## src/rtl/bcd_pkg.sv

```systemverilog
// Shared types and constants for the sequential binary-to-BCD converter.
package bcd_pkg;

  typedef enum logic {
    IDLE,
    SHIFT
  } state_e;

  localparam int unsigned BCD_DIGIT_W = 4;
  localparam int unsigned BCD_MAX     = 9999;
  localparam logic [15:0] BCD_SAT     = 16'h9999;

endpackage

```

## src/rtl/bcd_digit_adj.sv

```systemverilog
// Double-dabble digit correction: add 3 to any BCD digit of 5 or more.
module bcd_digit_adj
  import bcd_pkg::*;
(
  input  logic [BCD_DIGIT_W-1:0] d_i,
  output logic [BCD_DIGIT_W-1:0] d_o
);

  always_comb begin
    d_o = d_i;
    if (d_i >= BCD_DIGIT_W'(5)) begin
      d_o = d_i + BCD_DIGIT_W'(3);
    end
  end

endmodule

```

## src/rtl/bin_to_bcd_seq.sv

```systemverilog
// Sequential binary-to-BCD converter, one input bit per clock, start/done handshake.
module bin_to_bcd_seq
  import bcd_pkg::*;
#(
  parameter int unsigned IN_W   = 14,
  parameter int unsigned DIGITS = 4
) (
  input  logic                          clk,
  input  logic                          rst,
  input  logic                          start,
  input  logic [IN_W-1:0]               bin_in,
  output logic                          busy,
  output logic                          done,
  output logic                          ovf,
  output logic [BCD_DIGIT_W*DIGITS-1:0] bcd_out
);

  localparam int unsigned SW    = BCD_DIGIT_W * DIGITS;
  localparam int unsigned CNT_W = $clog2(IN_W + 1);

  state_e state_q, state_d;

  logic [IN_W-1:0]  bin_q, bin_d;
  logic [SW-1:0]    scr_q, scr_d;
  logic [CNT_W-1:0] cnt_q, cnt_d;
  logic             ovf_pend_q, ovf_pend_d;
  logic [SW-1:0]    bcd_q, bcd_d;
  logic             ovf_q, ovf_d;
  logic             done_q, done_d;

  logic             load_en;
  logic             shift_en;
  logic             finish;
  logic [SW-1:0]    scr_adj;
  logic [SW+IN_W-1:0] shifted;

  for (genvar g = 0; g < DIGITS; g++) begin : g_adj
    bcd_digit_adj u_adj (
      .d_i (scr_q[g*BCD_DIGIT_W +: BCD_DIGIT_W]),
      .d_o (scr_adj[g*BCD_DIGIT_W +: BCD_DIGIT_W])
    );
  end

  always_ff @(posedge clk or negedge rst) begin
    if (!rst) begin
      state_q <= IDLE;
    end else begin
      state_q <= state_d;
    end
  end

  always_comb begin
    state_d = state_q;
    unique case (state_q)
      IDLE:    if (start) state_d = SHIFT;
      SHIFT:   if (cnt_q == CNT_W'(1)) state_d = IDLE;
      default: state_d = IDLE;
    endcase
  end

  always_comb begin
    busy     = (state_q == SHIFT);
    load_en  = (state_q == IDLE) && start;
    shift_en = (state_q == SHIFT);
    finish   = (state_q == SHIFT) && (cnt_q == CNT_W'(1));
  end

  // Correction happens on the digits before the shift; overflowing thousands bits fall off the top.
  assign shifted = {scr_adj, bin_q} << 1;

  always_comb begin
    bin_d      = bin_q;
    scr_d      = scr_q;
    cnt_d      = cnt_q;
    ovf_pend_d = ovf_pend_q;
    bcd_d      = bcd_q;
    ovf_d      = ovf_q;
    done_d     = 1'b0;
    if (load_en) begin
      bin_d      = bin_in;
      scr_d      = '0;
      cnt_d      = CNT_W'(IN_W);
      ovf_pend_d = (32'(bin_in) > BCD_MAX);
    end else if (shift_en) begin
      {scr_d, bin_d} = shifted;
      cnt_d          = cnt_q - CNT_W'(1);
      if (finish) begin
        done_d = 1'b1;
        if (ovf_pend_q) begin
          bcd_d = SW'(BCD_SAT);
          ovf_d = 1'b1;
        end else begin
          bcd_d = shifted[SW+IN_W-1:IN_W];
          ovf_d = 1'b0;
        end
      end
    end
  end

  always_ff @(posedge clk or negedge rst) begin
    if (!rst) begin
      bin_q      <= '0;
      scr_q      <= '0;
      cnt_q      <= '0;
      ovf_pend_q <= 1'b0;
      bcd_q      <= '0;
      ovf_q      <= 1'b0;
      done_q     <= 1'b0;
    end else begin
      bin_q      <= bin_d;
      scr_q      <= scr_d;
      cnt_q      <= cnt_d;
      ovf_pend_q <= ovf_pend_d;
      bcd_q      <= bcd_d;
      ovf_q      <= ovf_d;
      done_q     <= done_d;
    end
  end

  assign bcd_out = bcd_q;
  assign ovf     = ovf_q;
  assign done    = done_q;

endmodule

```

## config.mk

```make
export PLATFORM = sky130hd
export DESIGN_NAME = bin_to_bcd_seq
export DESIGN_NICKNAME = d
export VERILOG_FILES = /design/src/rtl/bcd_pkg.sv /design/src/rtl/bcd_digit_adj.sv /design/src/rtl/bin_to_bcd_seq.sv
export SDC_FILE = /design/constraint.sdc
export NUM_CORES = 1
export LEC_CHECK = 0
export CELL_PAD_IN_SITES_DETAIL_PLACEMENT = 1
export CELL_PAD_IN_SITES_GLOBAL_PLACEMENT = 2
export CORE_MARGIN = 5
export CORE_UTILIZATION = 38
export CTS_CLUSTER_SIZE = 30
export DETAILED_ROUTE_END_ITERATION = 6
export GPL_TIMING_DRIVEN = 0
export HOLD_SLACK_MARGIN = 0.06
export PLACE_DENSITY_LB_ADDON = 0.1
export SYNTH_ARGS = -nofsm -noshare
export SYNTH_HDL_FRONTEND = slang
export SYNTH_SLANG_ARGS = --single-unit
```

## constraint.sdc

```tcl
create_clock -name clk -period 3.6 [get_ports clk]
set_input_delay 0.72 -clock clk [delete_from_list [all_inputs] [get_ports clk]]
set_output_delay 0.72 -clock clk [all_outputs]
set_load 0.05 [all_outputs]
```

==> impl_metrics.yaml, run 1 <==
timing:
  rsz0062_at_grt: "no"
  maxSlewHeadroom_pct: 56.47
  hold_viol_final: 0
  fin_skew_ns: 0.003553
  hold_slack_ns: 0.3351
  min_period_over_period_pct: 61.38
  timing.fmax_ghz: 0.4525
  tightest_slew_ns: 0.6506
  min_period_ns: 2.210
  final_max_slew_viol_count: 0
  setup_slack_ns: 1.390
  setup_viol: 0
yosys:
  yosysMostFrequentCell: "dfrtp_1"
  muxShareOfSynthArea_pct: 8.694
  synth_top_family_by_area: "compound AO/OA/AOI/OAI gates"
  synth_compound_area_share_pct: 16.02
  synthXorXnorAreaFrac_pct: 1.974
  synth_seq_cells: 54
  ys_types: 29
  yosysWarnings: 0
  synth.top_cell.area_share_pct: 50.75
  avgSynthCellArea_sq_um: 10.69
  ys.flop_type: "dfrtp_1"
  synthAdderAreaFrac_pct: 4.699
  yosys.area_share.simple_pct: 13.11
  synthTopCellsByCount: "dfrtp_1, nand2_1, mux2i_1"
  async_flop_share_pct: 100.0
  yosys-top-cells-area: "dfrtp_1, mux2i_1, ha_1"
  syn_area_sq_um: 2663
  yosysTopAreaCell: "dfrtp_1"
  synth_edf_count: 0
  synth_fp_nets: 276
  ys_seq_area_share_pct: 50.75
  syn_inst: 249
worst_setup_path:
  cp.required_ns: 2.88
  worst_setup_path_end_kind: "output port"
  critPathTopFamily: "buffers and inverters"
  cpPeakStageDelay_ns: 0.81
  cp_slowest_cell: "clkdlybuf4s50_1"
  critPathMaxFanout: 2
  startpoint_type: "flop"
  worstPathArrival_ns: 1.49
  path_cells: "clkdlybuf4s50_1"
  crit_type: "flop to output port"
  rrSetupSlack_ns: 2.03
  crit_buf_inv: 1
cts:
  ctsResizeCount: 0
  cts_made_buffers: 5
  holdBufCountCts: 0
  worstSkewPairLatency_ns: 0.31
  h-tree-depth: 2
  clockRootBuffer: "clkbuf_8"
  cts_tree: "done"
  clk_pin_slew_worst_paths_ns: 0.10
  cts_num_sinks: 54
  clockBufferDepth: 2
  cts_setup_buffers: 0
route:
  drc: 0
  postRouteAntennaNets: 0
  wl_per_cell_um: 16.34
  via_count: 1976
  drt_wl_total_mm: 6.358
  drt_first_iter_violations: 47
  drt_first_pass_iters: 4
  vias_per_cell: 5.080
global_route:
  grt-ovfl-total: 0
  met1_usage_pct: 19.56
  track_usage_pct: 15.91
  use_met3_pct: 3.526
  antenna_found_initial: 0
  grt_pass1_wl_mm: 10.85
  grt_pass1_vias: 2144
  use_met2_pct: 28.09
  grt-busiest-layer: "met2"
  grt_max_degree: 38
finish:
  layout.nets: 319
  post-route-util_pct: 47.94
  layout-drive-gt1-share_pct: 11.95
  diodes: 0
  area_delta_synth_final_pct: 22.32
job:
  cap_violations: 0
power_and_ir_drop:
  power.density_nw_per_um2: 966.3
  ir_drop_mv: 0.2713
  leakage_nw: 1.509
run_status:
  status: "finished, final reports clean"
floorplan:
  initial_core_util_pct: 39.19
  die_w_um: 93.71
  die_y_um: 93.71
  core_area_sq_um: 6794
  die_area_sq_um: 8781
  rows: 30
  io_pins: 36
place:
  dp_slack_ns: 1.452
  dp_hpwl_mm: 4.596
  io_buffers: 35
  routabilityCongestion: 0.7511
min_path:
  min_path_type: "input port to asynchronous set/reset pin"
[where the power goes]
group          internal, W  switching [W]  leakage (nW)
Combinational     0.000671       0.000987         0.773
Clock             0.000205       0.000209        0.0579
Sequential        0.000875       0.000200         0.678
[layout make-up]
class	count	area, sq um
tap	96	120.1
multi-input combinational	171	1185
inverter	11	43.79
buffer	13	82.58
sequential	54	1351
timing repair buffer	36	365.4
clock buffer	5	68.82
fill	755	3537
clock inverter	3	40.04
[layer usage]
layer | share of wire, % | wire, um | vias up
li1 | - | - | 949
met1 | 45 | 2851 | 992
met2 | 51 | 3232 | 30
met3 | 3.4 | 219 | 5
met4 | 0.87 | 55 | 0
met5 | 0 | 0 | -
[registers in the layout, summed over array words and instances, names as in the netlist]
name,count
bcd_out,16
bin_q,14
busy,1
cnt_q,4
done,1
ovf,1
ovf_pend_q,1
scr_q,16
[stage by stage]
step / cell area (sq um) / setup TNS [ns] / instances / power (W)
2_1_floorplan: 2663 / 0 / 249 / 0.002270
3_3_place_gp: 3133 / -0.8253 / 380 / 0.002725
3_5_place_dp: 3148 / 0 / 381 / 0.002773
4_1_cts: 3257 / 0 / 389 / 0.003196
5_1_grt: 3257 / 0 / 389 / 0.003401
6_report: 3257 / 0 / 389 / 0.003147
[worst paths after layout]
path                            startpoint          to  depth (start not counted)
min in group clk                bcd_out[0]  bcd_out[0]                          2
worst max register to register    scr_q[0]  bcd_out[2]                          6
max in group asynchronous              rst    scr_q[5]                          2
worst min-delay path                   rst    bin_q[3]                          1
worst min register to register  bcd_out[0]  bcd_out[0]                          2
worst max-delay path            bcd_out[8]  bcd_out[8]                          1
[layout by cell type, fill, tap and decap left out, types with 10 or more instances in the layout]
cell type        instances
a21oi_1                 11
buf_2                   10
clkdlybuf4s50_1         34
dfrtp_1                 54
ha_1                    10
inv_1                   10
mux2i_1                 22
nand2_1                 27
nor2_1                  15
o21ai_0                 18
[logic make-up (layout without fill, tap and decap cells)]
| group | after synthesis | count (layout) |
|---|---|---|
| XOR/XNOR | 6 | 6 |
| AND/OR/NAND/NOR | 69 | 69 |
| buffers and inverters | 24 | 68 |
| multiplexers | 23 | 23 |
| adder cells (fa/ha/maj) | 10 | 10 |
| AO/OA/AOI/OAI | 63 | 63 |
| flip-flops | 54 | 54 |
Note: power is estimated with default switching activity, not from simulation.
==> run 2: changes to the inputs <==
--- a/config.mk
+++ b/config.mk
@@ -8,7 +8,7 @@
 export CELL_PAD_IN_SITES_DETAIL_PLACEMENT = 1
 export CELL_PAD_IN_SITES_GLOBAL_PLACEMENT = 2
 export CORE_MARGIN = 5
-export CORE_UTILIZATION = 38
+export CORE_UTILIZATION = 32
 export CTS_CLUSTER_SIZE = 30
 export DETAILED_ROUTE_END_ITERATION = 6
 export GPL_TIMING_DRIVEN = 0
==> constraint.sdc (replaced) <==
create_clock -name clk -period 1.8 [get_ports clk]
set_input_delay 0.36 -clock clk [delete_from_list [all_inputs] [get_ports clk]]
set_output_delay 0.36 -clock clk [all_outputs]
set_load 0.05 [all_outputs]
==> run 2 against run 1 <==
Cell area increased by 0.65%. First-iteration DRC count up 8.5%. Core utilization fell by 7.8 points. Global-route usage fell by 1.5 points. Via count hardly changed. Register-to-register slack worse by 1.8 ns. Sequential share of layout area shrank 0.27 points. Setup slack got worse by 1.2 ns. Combinational power is 91% higher. Worst hold slack worse by 0.26 ns. Wire length rose by 4.5%. Sequential power grew 99%. Critical path type is now flop to flop.
==> impl_metrics.yaml, run 2 (synthesized netlist as in run 1, its figures left out) <==
min_path:
  min_path_type: "input port to asynchronous set/reset pin"
route:
  wl_met2_mm: 3.247
  drt_wl_total_mm: 6.645
  drt_first_pass_iters: 4
  vias_per_cell: 4.962
  route.layer.met1.wl_mm: 3.075
  wl_per_cell_um: 16.70
  postRouteAntennaNets: 0
  highest_layer: "met4"
  drt_first_iter_violations: 51
  drc: 0
  dr_wl_met3_um: 248
  via_count: 1975
timing:
  rsz0062_at_grt: "no"
  min_period_over_period_pct: 88.12
  hold_viol_final: 0
  setup_viol: 0
  timing.fmax_ghz: 0.6304
  final_max_slew_viol_count: 0
  min_period_ns: 1.586
  maxSlewHeadroom_pct: 52.04
  hold_slack_ns: 0.07354
  fin_skew_ns: 0.007764
  tightest_slew_ns: 0.7168
cts:
  cts_num_sinks: 54
  h-tree-depth: 2
  holdBufCountCts: 0
  clockRootBuffer: "clkbuf_8"
  cts_made_buffers: 5
  cts_tree: "done"
  clk_pin_slew_worst_paths_ns: 0.10
  clockBufferDepth: 2
  worstSkewPairLatency_ns: 0.31
floorplan:
  core_area_sq_um: 8175
  die_area_sq_um: 10240
  io_pins: 36
  die_w_um: 101.2
  rows: 33
  die_y_um: 101.2
  initial_core_util_pct: 32.57
power_and_ir_drop:
  clockPowerShare_pct: 16.0
  swShare_pct: 43.87
  leakage_nw: 1.564
  ir_drop_mv: 0.5066
  power_switching_w: 0.002776
  power.density_nw_per_um2: 1930
  p_seq_share_pct: 34.0
  p_comb_share_pct: 50.0
  p_int_w: 0.003551
finish:
  layout-drive-gt1-share_pct: 11.95
  post-route-util_pct: 40.10
  area_delta_synth_final_pct: 23.12
  diodes: 0
  mostFrequentLayoutCells: "dfrtp_1, nand2_1, mux2i_1"
  layout.nets: 319
  multiInputGateArea_sq_um: 1185
  regArea_sq_um: 1351
  num-fill-cells: 920
  mostFrequentLayoutCell: "dfrtp_1"
worst_setup_path:
  critPathLaunch: "scr_q[0]"
  worst_setup_path_end_kind: "flop"
  crit_buf_inv: 1
  cp.required_ns: 2.05
  rrSetupSlack_ns: 0.21
  startpoint_type: "flop"
  critPathMaxFanout: 4
  critPathCapture: "bcd_out[2]"
  critPathTopFamily: "flip-flops"
  path_cells: "inv_1, ha_1, nand2b_1, a21oi_2, mux2i_1, a22o_1"
  r2r_start: "scr_q[0]"
  cp_slowest_cell: "dfrtp_1"
  cp_num_cells: 6
  r2r-end: "bcd_out[2]"
  rr_worst_depth: 6
  crit_type: "flop to flop"
  cpPeakStageDelay_ns: 0.43
  worstPathArrival_ns: 1.84
job:
  cap_violations: 0
place:
  dp_hpwl_mm: 4.697
  routabilityCongestion: 0.7017
  io_buffers: 35
run_status:
  status: "finished, final reports clean"
global_route:
  grt_pass1_vias: 2211
  antenna_found_initial: 0
  track_usage_pct: 14.39
  grt-ovfl-total: 0
  grt_max_degree: 29
  grt_pass1_wl_mm: 11.45
run 2: power groups by stage:
stage	combinational, W	sequential (W)	clock [W]
2_1_floorplan	0.00178	0.00276	0
3_3_place_gp	0.00330	0.00217	0
3_5_place_dp	0.00336	0.00219	0
4_1_cts	0.00323	0.00216	0.00104
5_1_grt	0.00352	0.00225	0.00109
6_report	0.00317	0.00215	0.00101
run 2: how the worst min path moves through the flow:
stage	from	end	slack [ns]	cells past startpoint
finish	rst	bcd_out[13]	0.07	1
detailed placement	rst	bcd_out[13]	0.44	1
floorplan	rst	bcd_out[0]	0.06	0
global placement	bcd_out[0]	bcd_out[0]	0.45	2
global route	rst	bcd_out[13]	0.12	1
CTS	rst	bcd_out[13]	0.1	1
run 2: metrics by stage:
stage	worst slack (ns)	cells	instance area, sq um	total power [W]	TNS [ns]
after floorplan	0.3321	249	2663	0.004540	0
after global placement	-1.584	389	3144	0.005471	-85.41
after detailed placement	0.009975	390	3159	0.005548	0
after CTS	0.2017	398	3278	0.006427	0
after global routing	0.07747	398	3278	0.006856	0
final	0.2138	398	3278	0.006327	0
run 2: per-layer routing:
layer,GRT usage (%),up-vias
met5,0,-
met4,3.681,0
met3,2.961,6
met2,24.95,38
met1,18.31,984
li1,-,947
run 2: layout make-up:
type	instances	share of cell area [%]
flip-flops and latches	54	41.22
multi-input cells	171	36.15
repair buffers	36	10.42
well taps	105	4.008
clock buffers	6	2.519
plain buffers	13	2.519
clock inverters	2	1.832
inverters	11	1.336
run 2: worst register-to-register path: cells and delay by family, from the launching register on:
family	cells	cell delay, ns
compound gates	2	0.36
fa+ha+maj	1	0.22
mux	1	0.31
simple gates	1	0.11
buf+inv	1	0.10
flops	1	0.43
run 2: repair_timing:
| item | in CTS | in global routing |
|---|---|---|
| endpoints found under the setup margin | 19 | 0 |
| setup buffers | 0 | 0 |
| resized for setup | 19 | 0 |
